[src/rtl/xor_3_pkg.sv]
// xor_3_pkg: shared constants for xor_3 (default counter width, register reset values)
package xor_3_pkg;
  localparam int   CNT_W_DEF = 8;
  localparam logic RES_Q_RST = 1'b0;
  localparam logic ACC_RST   = 1'b0;
endpackage

[src/rtl/xor_3_parity3.sv]
// parity3: combinational 3-bit parity (par) and ones count (ones) of inputs a, b, c
module parity3 (
  input  logic       a,
  input  logic       b,
  input  logic       c,
  output logic       par,
  output logic [1:0] ones
);
  assign par  = a ^ b ^ c;
  assign ones = {1'b0, a} + {1'b0, b} + {1'b0, c};
endmodule

[src/rtl/xor_3.sv]
// xor_3: 3-input XOR with registered copy, running XOR and odd-parity cycle counter; i_clk/i_rst(async), i_in0..2, i_en, i_clr -> o_res, o_ones, o_res_q, o_acc, o_odd_cnt
module xor_3
  import xor_3_pkg::*;
#(
  parameter int CNT_W = CNT_W_DEF
) (
  input  logic             i_clk,
  input  logic             i_rst,
  input  logic             i_in0,
  input  logic             i_in1,
  input  logic             i_in2,
  input  logic             i_en,
  input  logic             i_clr,
  output logic             o_res,
  output logic [1:0]       o_ones,
  output logic             o_res_q,
  output logic             o_acc,
  output logic [CNT_W-1:0] o_odd_cnt
);
  parity3 u_par (
    .a   (i_in0),
    .b   (i_in1),
    .c   (i_in2),
    .par (o_res),
    .ones(o_ones)
  );
  always_ff @(posedge i_clk or posedge i_rst)
    if (i_rst) begin
      o_res_q   <= RES_Q_RST;
      o_acc     <= ACC_RST;
      o_odd_cnt <= '0;
    end else begin
      if (i_en) o_res_q <= o_res;
      if (i_clr) begin
        o_acc     <= 1'b0;
        o_odd_cnt <= '0;
      end else if (i_en) begin
        o_acc     <= o_acc ^ o_res;
        o_odd_cnt <= o_odd_cnt + CNT_W'(o_res);
      end
    end
endmodule

[config.mk]
export PLATFORM = sky130hd
export DESIGN_NAME = xor_3
export DESIGN_NICKNAME = d
export VERILOG_FILES = /design/src/rtl/xor_3_pkg.sv /design/src/rtl/xor_3_parity3.sv /design/src/rtl/xor_3.sv
export SDC_FILE = /design/constraint.sdc
export NUM_CORES = 1
export LEC_CHECK = 0
export CAP_MARGIN = 25
export CORE_MARGIN = 5
export CORE_UTILIZATION = 38
export DETAILED_ROUTE_END_ITERATION = 6
export GPL_ROUTABILITY_DRIVEN = 1
export PLACE_DENSITY = 0.71
export SLEW_MARGIN = 20
export SYNTH_ARGS = -nofsm -noshare
export SYNTH_HDL_FRONTEND = slang
export SYNTH_SLANG_ARGS = --single-unit
[constraint.sdc]
create_clock -name i_clk -period 4.1 [get_ports i_clk]
set_clock_uncertainty 0.1 [all_clocks]
set_input_delay 0.82 -clock i_clk [delete_from_list [all_inputs] [get_ports i_clk]]
set_output_delay 0.82 -clock i_clk [all_outputs]
set_load 0.005 [all_outputs]
==> flow_summary_export.csv <==
group,metric,value,unit
cells_and_area,num-nets-final,80,
clock_network,cts.sinks,10,
outcome,run_status,"finished, final reports clean",
die,floorplan.die_area,2220,sq um
cells_and_area,diodes,0,
detailed_routing,detail_route.first_pass.iterations,4,
setup_path,critPathRequiredTime,3.18,ns
clock_network,cts_resized,0,
setup_path,worstPathMaxFanout,4,
sta,report.final.hold_viol_count,0,
placement,post-dp-hpwl,823,um
detailed_routing,drt_wl_total,1.09,mm
min_path,worstHoldPathCells,2,
placement,numPortBuffers,19,
logic_synthesis,synthesis.instances,49,
detailed_routing,wl_per_cell,13.1,um
cells_and_area,drive_above_1_share,7.35,%
sta,grt_setup_unrepaired,"false",
clock_network,worst_skew_pair.late_latency,0.27,ns
sta,period_minus_slack,3.30,ns
detailed_routing,routed_via_density,5.29,
detailed_routing,vias,439,
sta,finalMaxSlewViolations,0,
logic_synthesis,yosysSeqAreaShare,47.8,%
clock_network,cts.reportedPaths.clkPinSlew,0.06,ns
min_path,min_to,"o_res_q$_DFFE_PP0P_",
logic_synthesis,net_count_synth,59,
global_route,gr-total-overflow,0,
clock_network,cts-buffers-inserted,3,
placement,post-place-cells,80,
die,die-height,47.1,um
global_route,grt.total_usage,12.6,%
setup_path,r2r_setup_slack,2.50,ns
setup_path,slowest_delay,0.61,ns
setup_path,critical_path.reg2reg.endpoint,"o_odd_cnt[6]$_DFFE_PP0P_",
die,starting_density_of_the_core,40.2,%
setup_path,crit_buf_inv,2,
die,row_count,13,
clock_network,cts_hold_repair.buffers,0,
setup_path,r2r-start,"o_odd_cnt[0]$_DFFE_PP0P_",
clock_network,cts-root-to-sink-buffers,2,
flow_run,drv_cap,0,
detailed_routing,drcViolationCount,0,
global_route,grt_pass1_vias,457,
cells_and_area,layout-area-overhead-vs-synth,39.2,%
clock_network,cts-htree-levels,1,
sta,worst_slew_margin_rel,72.3,%
clock_network,root_buffer,"sky130_fd_sc_hd__clkbuf_4",
min_path,path_type_of_the_worst_min_delay_path,"flop to flop",
cells_and_area,filler_cells,124,
sta,totalNegativeSetupSlack,0,ns
setup_path,critical_path_arrival,2.38,ns
setup_path,critPathKind,"primary input to output pin",
setup_path,worst_path_most_repeated_cell,"sky130_fd_sc_hd__clkdlybuf4s50_1",
clock_network,tritoncts_clock_tree,"built",
sta,final_min_period_over_clock_period,80.5,%
setup_path,worstSetupEndpointType,"output pin",
global_route,grt_max_degree,12,
sta,slew_at_the_pin_closest_to_its_max_slew_limit,0.415,ns
logic_synthesis,synth_cell_types,20,
placement,routabilityCongestion,0.724,
cells_and_area,layout.cells.most_common,"sky130_fd_sc_hd__clkdlybuf4s50_1",
die,die_width,47.1,um
global_route,antenna_found_initial,0,
cells_and_area,final_cell_count_no_fill,83,
detailed_routing,dr.first_iter.drc_count,9,
power_and_ir_drop,pleak,0.306,nW
cells_and_area,most_frequent_cells_in_the_layout,"sky130_fd_sc_hd__clkdlybuf4s50_1, sky130_fd_sc_hd__dfrtp_1, sky130_fd_sc_hd__nor2_1",
setup_path,timing.critical_path.max_delay_family,"buffers and inverters",
logic_synthesis,syn_area,523,sq um
power_and_ir_drop,power_per_unit_of_standard_cell_area,297,nW/um^2
logic_synthesis,ys_ff_latch,10,
sta,maxClockFrequency,303,MHz
setup_path,worst_path_max_delay_cell,"sky130_fd_sc_hd__fa_1",
die,coreArea,1300,sq um
detailed_routing,drtAntennaViolNets,0,
power_and_ir_drop,power.ir.vdd_worst,0.000171,V
sta,setup-violations-final,0,
clock_network,post-cts-setup-buffers,0,
logic_synthesis,post_synth.cell_area_avg,10.7,sq um
sta,timing.hold.ws,0.440,ns
global_route,wire_length_of_the_first_global_routing_pass,1.86,mm
die,floorplan.io_pins,20,
setup_path,path_cells,"clkdlybuf4s50_1 > fa_1 > clkdlybuf4s50_1",
setup_path,crit_path_start_kind,"primary input",
min_path,worst_hold_path_startpoint,"o_res_q$_DFFE_PP0P_",
setup_path,rr_worst_depth,5,
logic_synthesis,ys.warnings.count,0,
## power breakdown
part	internal, mW	total [mW]	switching, mW
logic	0.0258	0.0428	0.0169
registers	0.103	0.107	0.00382
clock network	0.0339	0.0661	0.0322
## layer usage
metal / routed length, um / up-vias / GRT usage, %
li1: - / 207 / -
met1: 476 / 208 / 13.9
met2: 493 / 19 / 20.1
met3: 85 / 5 / 3.45
met4: 31 / 0 / 9.94
met5: 0 / - / 0
## tightest hold or removal path: stages (launching register included)
cell	delay, ns
sky130_fd_sc_hd__dfrtp_1	0.37
sky130_fd_sc_hd__inv_1	0.05
sky130_fd_sc_hd__o21ai_0	0.07
## per-stage QoR
stage          worst slack (ns)  util (%)  power [mW]  area (sq um)
5_1_grt                   0.736      56.0       0.230           728
6_report                  0.801      56.0       0.216           728
2_1_floorplan              1.53         -       0.129           523
3_3_place_gp              0.816      54.2       0.152           706
4_1_cts                   0.791      56.0       0.218           728
3_5_place_dp              0.793      54.2       0.153           706
## worst max-delay path by stage
| stage | start | to | slack (ns) | cells past startpoint |
|---|---|---|---|---|
| after floorplan | i_in0 | o_odd_cnt[6]$_DFFE_PP0P_ | 1.53 | 6 |
| after global placement | i_in0 | o_res | 0.82 | 3 |
| after detailed placement | i_in0 | o_res | 0.79 | 3 |
| after CTS | i_in0 | o_res | 0.79 | 3 |
| after global routing | i_in0 | o_res | 0.74 | 3 |
| final | i_in0 | o_res | 0.80 | 3 |
## sequential cells by signal (all words and copies together), names as in the netlist
| name | cells |
|---|---|
| o_acc | 1 |
| o_res_q | 1 |
| o_odd_cnt | 8 |
## logic make-up after synthesis
kind of cell / count (synthesis) / share of synthesized area, %
simple gates: 15 / 13.6
flops: 10 / 47.8
compound gates: 9 / 12.2
buf+inv: 6 / 7.18
xor+xnor: 4 / 6.70
fa+ha+maj: 3 / 8.61
mux: 2 / 3.83
## layout make-up
cell class / instances / area, sq um / share of cell area (%)
well taps: 15 / 18.8 / 2.58
flip-flops and latches: 10 / 250 / 34.4
repair buffers: 19 / 190 / 26.1
multi-input cells: 33 / 235 / 32.3
clock buffers: 3 / 22.5 / 3.09
inverters: 3 / 11.3 / 1.55
## Yosys cell counts
cell type	instances	share of area, %
sky130_fd_sc_hd__ha_1	2	4.8
sky130_fd_sc_hd__or4_1	2	2.9
sky130_fd_sc_hd__nand3_1	2	1.9
sky130_fd_sc_hd__mux2i_1	2	3.8
sky130_fd_sc_hd__o21ai_0	2	1.9
sky130_fd_sc_hd__or3_1	1	1.2
sky130_fd_sc_hd__nand4_1	1	1.2
sky130_fd_sc_hd__xor2_1	3	5.0
sky130_fd_sc_hd__fa_1	1	3.8
sky130_fd_sc_hd__nor2_1	6	4.3
sky130_fd_sc_hd__a21oi_1	3	2.9
sky130_fd_sc_hd__nand2_1	3	2.2
sky130_fd_sc_hd__o31ai_1	2	2.9
sky130_fd_sc_hd__dfrtp_1	10	48
sky130_fd_sc_hd__o21ai_2	1	1.7
sky130_fd_sc_hd__buf_6	1	2.2
sky130_fd_sc_hd__xnor2_1	1	1.7
sky130_fd_sc_hd__o2111ai_2	1	2.9
sky130_fd_sc_hd__buf_4	2	2.9
sky130_fd_sc_hd__inv_1	3	2.2
No activity file was read; power rests on OpenSTA's default activity.
